File: src/rtl/ahb_bus_arbiter_if.sv
// ahb_bus_arbiter_if: request/lock inputs, muxed address-phase controls and grant outputs of the AHB arbiter
interface ahb_bus_arbiter_if #(
    parameter int NO_OF_MASTERS = 4,
    parameter int HMASTER_WIDTH = $clog2(NO_OF_MASTERS)
);
    logic [NO_OF_MASTERS-1:0] hbusreq;
    logic [NO_OF_MASTERS-1:0] hlock;
    logic [1:0]               htrans;
    logic [2:0]               hburst;
    logic                     hready;
    logic [NO_OF_MASTERS-1:0] hgrant;
    logic [HMASTER_WIDTH-1:0] hmaster;
    logic                     hmastlock;
    modport master (
        input  hbusreq, hlock, htrans, hburst, hready,
        output hgrant, hmaster, hmastlock
    );
    modport slave (
        output hbusreq, hlock, htrans, hburst, hready,
        input  hgrant, hmaster, hmastlock
    );
endinterface

File: src/rtl/ahb_bus_arbiter.sv
// ahb_bus_arbiter: round-robin AHB arbiter that never splits fixed-length bursts or locked sequences
module ahb_bus_arbiter #(
    parameter int NO_OF_MASTERS  = 4,
    parameter int HMASTER_WIDTH  = $clog2(NO_OF_MASTERS),
    parameter int DEFAULT_MASTER = 0
) (
    input logic hclk,
    input logic hresetn,
    ahb_bus_arbiter_if.master bus
);
    localparam logic [HMASTER_WIDTH-1:0] DEF = HMASTER_WIDTH'(DEFAULT_MASTER);
    typedef enum logic {ARB, BURST} state_t;
    state_t state, state_n;
    logic [3:0] cnt, cnt_n;
    logic [HMASTER_WIDTH-1:0] gidx, gidx_n, rr_idx, j;
    logic fixed_start, arb, rr_found;
    assign fixed_start = bus.htrans == 2'd2 && bus.hburst[2:1] != 2'b00;
    assign bus.hgrant  = NO_OF_MASTERS'(1) << gidx;
    // Search upward from the owner + 1; the owner itself is visited last.
    always_comb begin
        rr_idx   = DEF;
        rr_found = 1'b0;
        j        = '0;
        for (int i = 1; i <= NO_OF_MASTERS; i++) begin
            j = HMASTER_WIDTH'((int'(gidx) + i) % NO_OF_MASTERS);
            if (!rr_found && bus.hbusreq[j]) begin
                rr_found = 1'b1;
                rr_idx   = j;
            end
        end
    end
    always_comb begin
        state_n = state;
        cnt_n   = cnt;
        gidx_n  = gidx;
        arb     = 1'b0;
        if (bus.hready) begin
            if (state == BURST && bus.htrans == 2'd3) begin
                cnt_n   = cnt - 4'd1;
                state_n = cnt == 4'd1 ? ARB : BURST;
                arb     = cnt == 4'd1;
            end else if (!(state == BURST && bus.htrans == 2'd1)) begin
                state_n = fixed_start ? BURST : ARB;
                cnt_n   = fixed_start ? {bus.hburst[2] & bus.hburst[1], bus.hburst[2], 2'b11} : cnt;
                arb     = !fixed_start;
            end
            if (arb)
                gidx_n = bus.hlock[gidx] && bus.hbusreq[gidx] ? gidx : rr_idx;
        end
    end
    always_ff @(posedge hclk) begin
        if (!hresetn) begin
            state         <= ARB;
            cnt           <= '0;
            gidx          <= DEF;
            bus.hmaster   <= DEF;
            bus.hmastlock <= 1'b0;
        end else begin
            state <= state_n;
            cnt   <= cnt_n;
            gidx  <= gidx_n;
            if (bus.hready) begin
                bus.hmaster   <= gidx;
                bus.hmastlock <= bus.hlock[gidx];
            end
        end
    end
endmodule

File: src/flat_wrapper.sv
// flat-port wrapper written by rule: the top's interface ports become plain ports
module ahb_bus_arbiter_flat 
#(
    parameter int NO_OF_MASTERS  = 4,
    parameter int HMASTER_WIDTH  = $clog2(NO_OF_MASTERS),
    parameter int DEFAULT_MASTER = 0
)
  (hclk, hresetn, bus_hbusreq, bus_hlock, bus_htrans, bus_hburst, bus_hready, bus_hgrant, bus_hmaster, bus_hmastlock);
  ahb_bus_arbiter_if #(.NO_OF_MASTERS(NO_OF_MASTERS), .HMASTER_WIDTH(HMASTER_WIDTH)) bus_i ();
  input logic hclk;
  input logic hresetn;
  input wire logic [$bits(bus_i.hbusreq)-1:0] bus_hbusreq;
  input wire logic [$bits(bus_i.hlock)-1:0] bus_hlock;
  input wire logic [$bits(bus_i.htrans)-1:0] bus_htrans;
  input wire logic [$bits(bus_i.hburst)-1:0] bus_hburst;
  input wire logic [$bits(bus_i.hready)-1:0] bus_hready;
  output wire logic [$bits(bus_i.hgrant)-1:0] bus_hgrant;
  output wire logic [$bits(bus_i.hmaster)-1:0] bus_hmaster;
  output wire logic [$bits(bus_i.hmastlock)-1:0] bus_hmastlock;
  assign bus_i.hbusreq = bus_hbusreq;
  assign bus_i.hlock = bus_hlock;
  assign bus_i.htrans = bus_htrans;
  assign bus_i.hburst = bus_hburst;
  assign bus_i.hready = bus_hready;
  assign bus_hgrant = bus_i.hgrant;
  assign bus_hmaster = bus_i.hmaster;
  assign bus_hmastlock = bus_i.hmastlock;
  ahb_bus_arbiter #(.NO_OF_MASTERS(NO_OF_MASTERS), .HMASTER_WIDTH(HMASTER_WIDTH), .DEFAULT_MASTER(DEFAULT_MASTER)) u_core (.hclk(hclk), .hresetn(hresetn), .bus(bus_i));
endmodule
File: config.mk
export PLATFORM = sky130hd
export DESIGN_NAME = ahb_bus_arbiter_flat
export DESIGN_NICKNAME = d
export VERILOG_FILES = /design/src/rtl/ahb_bus_arbiter_if.sv /design/src/rtl/ahb_bus_arbiter.sv /design/src/flat_wrapper.sv
export SDC_FILE = /design/constraint.sdc
export NUM_CORES = 1
export LEC_CHECK = 0
export ABC_AREA = 1
export BUFFER_PORTS_ARGS = -buffer_cell sky130_fd_sc_hd__buf_2
export CELL_PAD_IN_SITES_DETAIL_PLACEMENT = 0
export CELL_PAD_IN_SITES_GLOBAL_PLACEMENT = 1
export CORE_MARGIN = 2
export CORE_UTILIZATION = 37
export CTS_CLUSTER_SIZE = 24
export DETAILED_ROUTE_END_ITERATION = 8
export GPL_TIMING_DRIVEN = 0
export PLACE_DENSITY = 0.92
export SKIP_LAST_GASP = 1
export SYNTH_ARGS = -nofsm -noshare
export SYNTH_HDL_FRONTEND = slang
export SYNTH_SLANG_ARGS = --single-unit
File: constraint.sdc
create_clock -name hclk -period 4.7 [get_ports hclk]
set_input_delay 0.94 -clock hclk [delete_from_list [all_inputs] [get_ports hclk]]
set_output_delay 0.94 -clock hclk [all_outputs]
set_load 0.02 [all_outputs]
==> results of run 1 <==
==> per-layer routing <==
layer / up-vias / GRT usage [%]
met5: - / 0
met2: 15 / 24.78
met1: 359 / 18.05
li1: 424 / -
met3: 4 / 2.083
met4: 0 / 6.757
==> logic make-up (layout without fill, tap and decap cells) <==
| family | Yosys count | count (layout) | share of synthesized area, % |
|---|---|---|---|
| buf+inv | 17 | 40 | 9.449 |
| fa+ha+maj | 6 | 6 | 9.449 |
| compound gates | 19 | 19 | 14.33 |
| xor+xnor | 1 | 1 | 1.103 |
| simple gates | 63 | 63 | 40.47 |
| flops | 10 | 10 | 25.20 |
==> critical path, stage by stage, from the launching register on <==
cell and delay (ns):
dfxtp_1 0.51, inv_2 0.07, buf_6 0.16, ha_1 0.20, buf_2 0.15
==> cell type report <==
class,count,area [sq um]
multi-input cells,89,519.2
repair buffers,20,100.1
flip-flops and latches,10,200.2
fillers,222,1051
inverters,15,56.30
well taps,27,33.78
plain buffers,2,18.77
clock buffers,3,22.52
==> flip-flops by register name, indices dropped and copies added, names as in the netlist <==
signal	cells
u_core.gidx	2
u_core.cnt	4
u_core.bus.hmaster	2
u_core.state	1
u_core.bus.hmastlock	1
==> through the flow <==
step,cells,total power (W),worst slack [ns]
floorplan,116,0.0003438,2.849
detailed placement,163,0.0003998,2.608
global placement,163,0.0003904,2.587
finish,166,0.0004555,2.398
global route,166,0.0004954,2.321
CTS,166,0.0004582,2.394
==> cell usage after synthesis (all sizes together) <==
master and number:
nand3 18, dfxtp 10, a31oi 4, o21ai 9
ha 6, nor2 12, inv 15, o211ai 1
a21oi 5, nand2 33, buf 2, xor2 1
==> path summary, 6_finish.rpt <==
path	from	to	slack, ns
worst min-delay path	u_core.cnt[0]	u_core.cnt[0]	0.49
worst min register to register	u_core.cnt[0]	u_core.cnt[0]	0.49
worst max-delay path	u_core.gidx[0]	bus_hgrant[0]	2.40
worst max register to register	u_core.gidx[0]	u_core.gidx[0]	2.81
==> power groups by stage <==
stage / combinational (W) / sequential (W) / clock (W)
detailed placement: 0.000283 / 0.000117 / 0
CTS: 0.000284 / 0.000115 / 0.0000590
floorplan: 0.000227 / 0.000117 / 0
global route: 0.000315 / 0.000119 / 0.0000616
global placement: 0.000275 / 0.000116 / 0
finish: 0.000282 / 0.000115 / 0.0000580
==> run summary, run 1 <==
cts repair resizes: 0
setup tns final: 0 ns
Clock Path Buffers: 2
most frequent cells in the layout: 25 x nand2_1, 20 x buf_2, 15 x nand3_1
Vias/cell: 4.831
Synth top area share: 25.20%
Hold Buf Count CTS: 0
Initial Util: 39.69%
Yosys top cell by area: dfxtp_1
post-CTS setup buffer count: 0
initial antenna violation count: 0
Syn Nets: 138
total wire length: 1.713 mm
Die Ht: 50.34 um
first-pass GRT wire length: 2.898 mm
Routed Antenna Nets: 0
VDD IR max: 0.2523 mV
First DRT Iteration DRCs: 24
Layout area overhead: 19.69%
max frequency: 0.4343 GHz
CTS Sinks: 10
FP Rows: 16
layout cells sized above 1: 29.50%
number of synthesis warnings: 0
clock root buffer: clkbuf_4
Syn Inst Count: 116
clock slew at reported path FFs: 0.06 ns
Top Ports: 23
Seq pwr share: 25.4%
fin crit share: 48.99%
drt wl/cell: 10.32 um
core footprint: 0.002002 sq mm
Final Hold Vio Count: 0
grt ovf: 0
FF-to-FF path depth: 11
DRC Markers: 0
outcome: completed
met2 wire length: 789 um
Worst-Margin Slew: 0.3290 ns
Total GRT Usage: 14.57%
clock insertion delay at the later pin of the skew report: 0.26 ns
Seq/Total Area, Yosys: 25.20%
input/output buffers: 20
RD Place Congestion: 0.8164
crit path kind: register to output pin
vias in the first global route: 755
fin area: 950.9 sq um
Worst setup EP type: output pin
final hold slack: 0.4879 ns
met1 WL: 832 um
final core utilization: 47.50%
synth unique cells: 21
Logic pwr share: 61.9%
Crit Path Max Fanout: 11
pin count of the biggest net entering global routing: 12
hold path cells: 1
worst endpoint data arrival time: 1.36 ns
syn_area_per_cell: 6.849 sq um
Pleak: 0.4842 nW
Synth area leaders: dfxtp_1 25%, nand2_1 12%, ha_1 9.4%
chip width: 50.34 um
drt pass-1 iters: 4
sw power: 0.0002273 W
Worst Path Required: 3.76 ns
hpwl dp: 1.357 mm
Pint: 0.0002282 W
post-synthesis register bit count: 10
switching part of the total power: 49.90%
clock share of power: 12.7%
CTS tree: yes
Max-Cap Viols: 0
CP Launch Type: register
Setup Skew: 0.0004547 ns
Cell Pwr Density: 479.0 mW/mm^2
mapped cell area: 794.5 sq um
most common cell after layout, fill and taps aside: nand2_1
Die Area: 0.002534 sq mm
DR WL met3: 67 um
Layout Nets: 163
final setup fails: 0
RSZ-0062 raised after global routing: no
Rel. slew slack: 78.04%
CTS Buf Count: 3
HP Class: register to register
Final Critical Period: 2.302 ns
H-Tree Depth: 1
routed via count: 802
placed cell areas: 928.4 sq um
Final Max Slew Viols: 0
Top Layer Used: met4
Inserted Diodes: 0
Note: power is estimated with default switching activity, not from simulation.
==> run 2: changes to the inputs <==
Settings changed: CORE_UTILIZATION 37 to 31, PLACE_DENSITY 0.92 to 0.83.
Clock period 4.7 ns to 2.01 ns, I/O delays scaled along.
==> run 2 against run 1 <==
  * Total power rose by 140%
  * Clock skew rose by 0.0018 ns
  * Count of clock-buffer cells in the layout rose by 1
  * Highest routed layer unchanged
  * Critical endpoint is now u_core.gidx[0]
==> run summary, run 2 (synthesis results as in run 1) <==
Clock Path Buffers: 2
Final Hold Vio Count: 0
Post-Layout Cell Count: 170
Die Area: 0.002984 sq mm
VDD IR max: 0.4907 mV
routed via count: 783
First DRT Iteration DRCs: 10
H-Tree Depth: 1
placed cells: 166
grt ovf: 0
Rel. slew slack: 77.80%
Initial Util: 32.36%
fin crit share: 87.94%
vias in the first global route: 683
Die Ht: 54.63 um
total wire length: 1.588 mm
Layout Nets: 163
clock root buffer: clkbuf_4
Largest stage delay, worst path: 0.42 ns
Top Ports: 23
max reg flops: 4
crit path cell chain: inv_1 > ha_1 > inv_1 > nand3_2 > nand2_2 > nor2_4 > nand2_2 > nand3_2 > nand2_1 > nand2_1 > nor2_2
most frequent cells in the layout: 25 x nand2_1, 20 x buf_2, 15 x nand3_1
DP Worst Slack: 0.1432 ns
DRC Markers: 0
CTS Buf Count: 3
Inserted Diodes: 0
Max-Cap Viols: 0
worst endpoint data arrival time: 1.93 ns
placed cell areas: 932.1 sq um
Routed Antenna Nets: 0
Total Power: 0.001099 W
crit path kind: register to register
outcome: completed
Cell Pwr Density: 1133 mW/mm^2
Total GRT Usage: 12.01%
CP Launch Type: register
Worst-Margin Slew: 0.3318 ns
Final Max Slew Viols: 0
setup tns final: 0 ns
HP Class: input port to register
Pleak: 0.4918 nW
Top reg by flops: u_core.cnt
Final Critical Period: 1.768 ns
max frequency: 0.5658 GHz
CTS tree: yes
core footprint: 0.002455 sq mm
drt wl/cell: 9.341 um
worst setup margin: 0.2425 ns
Crit Path Max Fanout: 8
Hold Buf Count CTS: 0
fin area: 969.7 sq um
Worst setup EP type: register
first-pass GRT wire length: 2.656 mm
Setup Skew: 0.002300 ns
initial antenna violation count: 0
clock slew at reported path FFs: 0.07 ns
Vias/cell: 4.606
RD Place Congestion: 0.7946
RSZ-0062 raised after global routing: no
Worst Path Required: 2.17 ns
slowest CP cell: dfxtp_1
CTS Sinks: 10
drt pass-1 iters: 4
clock insertion delay at the later pin of the skew report: 0.27 ns
FP Rows: 18
layout cells sized above 1: 30.71%
Layout area overhead: 22.05%
Worst path top cell family by delay: simple AND/OR/NAND/NOR gates
hpwl dp: 1.283 mm
fillers: 278
Buf+Inv Stages, Crit Path: 2
input/output buffers: 20
final setup fails: 0
Largest regs: u_core.cnt: 4 flops, u_core.bus.hmaster: 2 flops, u_core.gidx: 2 flops
pin count of the biggest net entering global routing: 12
chip width: 54.63 um
most common cell after layout, fill and taps aside: nand2_1
-- run 2: final cells by class --
class                   count  area [sq um]  share of cell area, %
multi-input cells          89         519.2                  53.55
flip-flops and latches     10         201.4                  20.77
repair buffers             20         100.1                  10.32
inverters                  15         56.30                  5.806
well taps                  30         37.54                  3.871
clock buffers               4         36.28                  3.742
plain buffers               2         18.77                  1.935
-- run 2: metal layers --
metal	share of wire [%]	track usage, %	wire length (um)	vias to the layer above
li1	-	-	-	426
met2	45	20.83	716	18
met3	5.4	1.639	85	4
met1	48	14.63	765	335
met5	0	0	0	-
met4	1.3	5.000	21	0
-- run 2: final timing paths --
path | slack, ns | start | end | cells past startpoint
worst max-delay path | 0.24 | u_core.gidx[1] | u_core.gidx[0] | 11
worst min-delay path | 0.40 | bus_hready | u_core.bus.hmastlock | 2
worst max register to register | 0.24 | u_core.gidx[1] | u_core.gidx[0] | 11
worst min register to register | 0.50 | u_core.cnt[0] | u_core.cnt[0] | 1
-- run 2: where the power goes --
group	total (W)	internal [W]	leakage [nW]	switching [W]
logic	0.000645	0.000236	0.388	0.000409
clock network	0.000185	0.000110	0.0210	0.0000753
registers	0.000269	0.000230	0.0827	0.0000390
-- run 2: metrics by stage --
step	hold WS, ns	util [%]
3_5_place_dp	0.4754	37.97
2_1_floorplan	0.4530	-
5_1_grt	0.4219	39.50
4_1_cts	0.4027	39.45
3_3_place_gp	0.4650	37.97
6_report	0.4007	39.50
-- run 2: repair_timing --
action                                  in CTS  in global routing
resized for setup                            0                  1
endpoints found under the hold margin        0                  0
endpoints found under the setup margin       0                  2
setup buffers                                0                  0
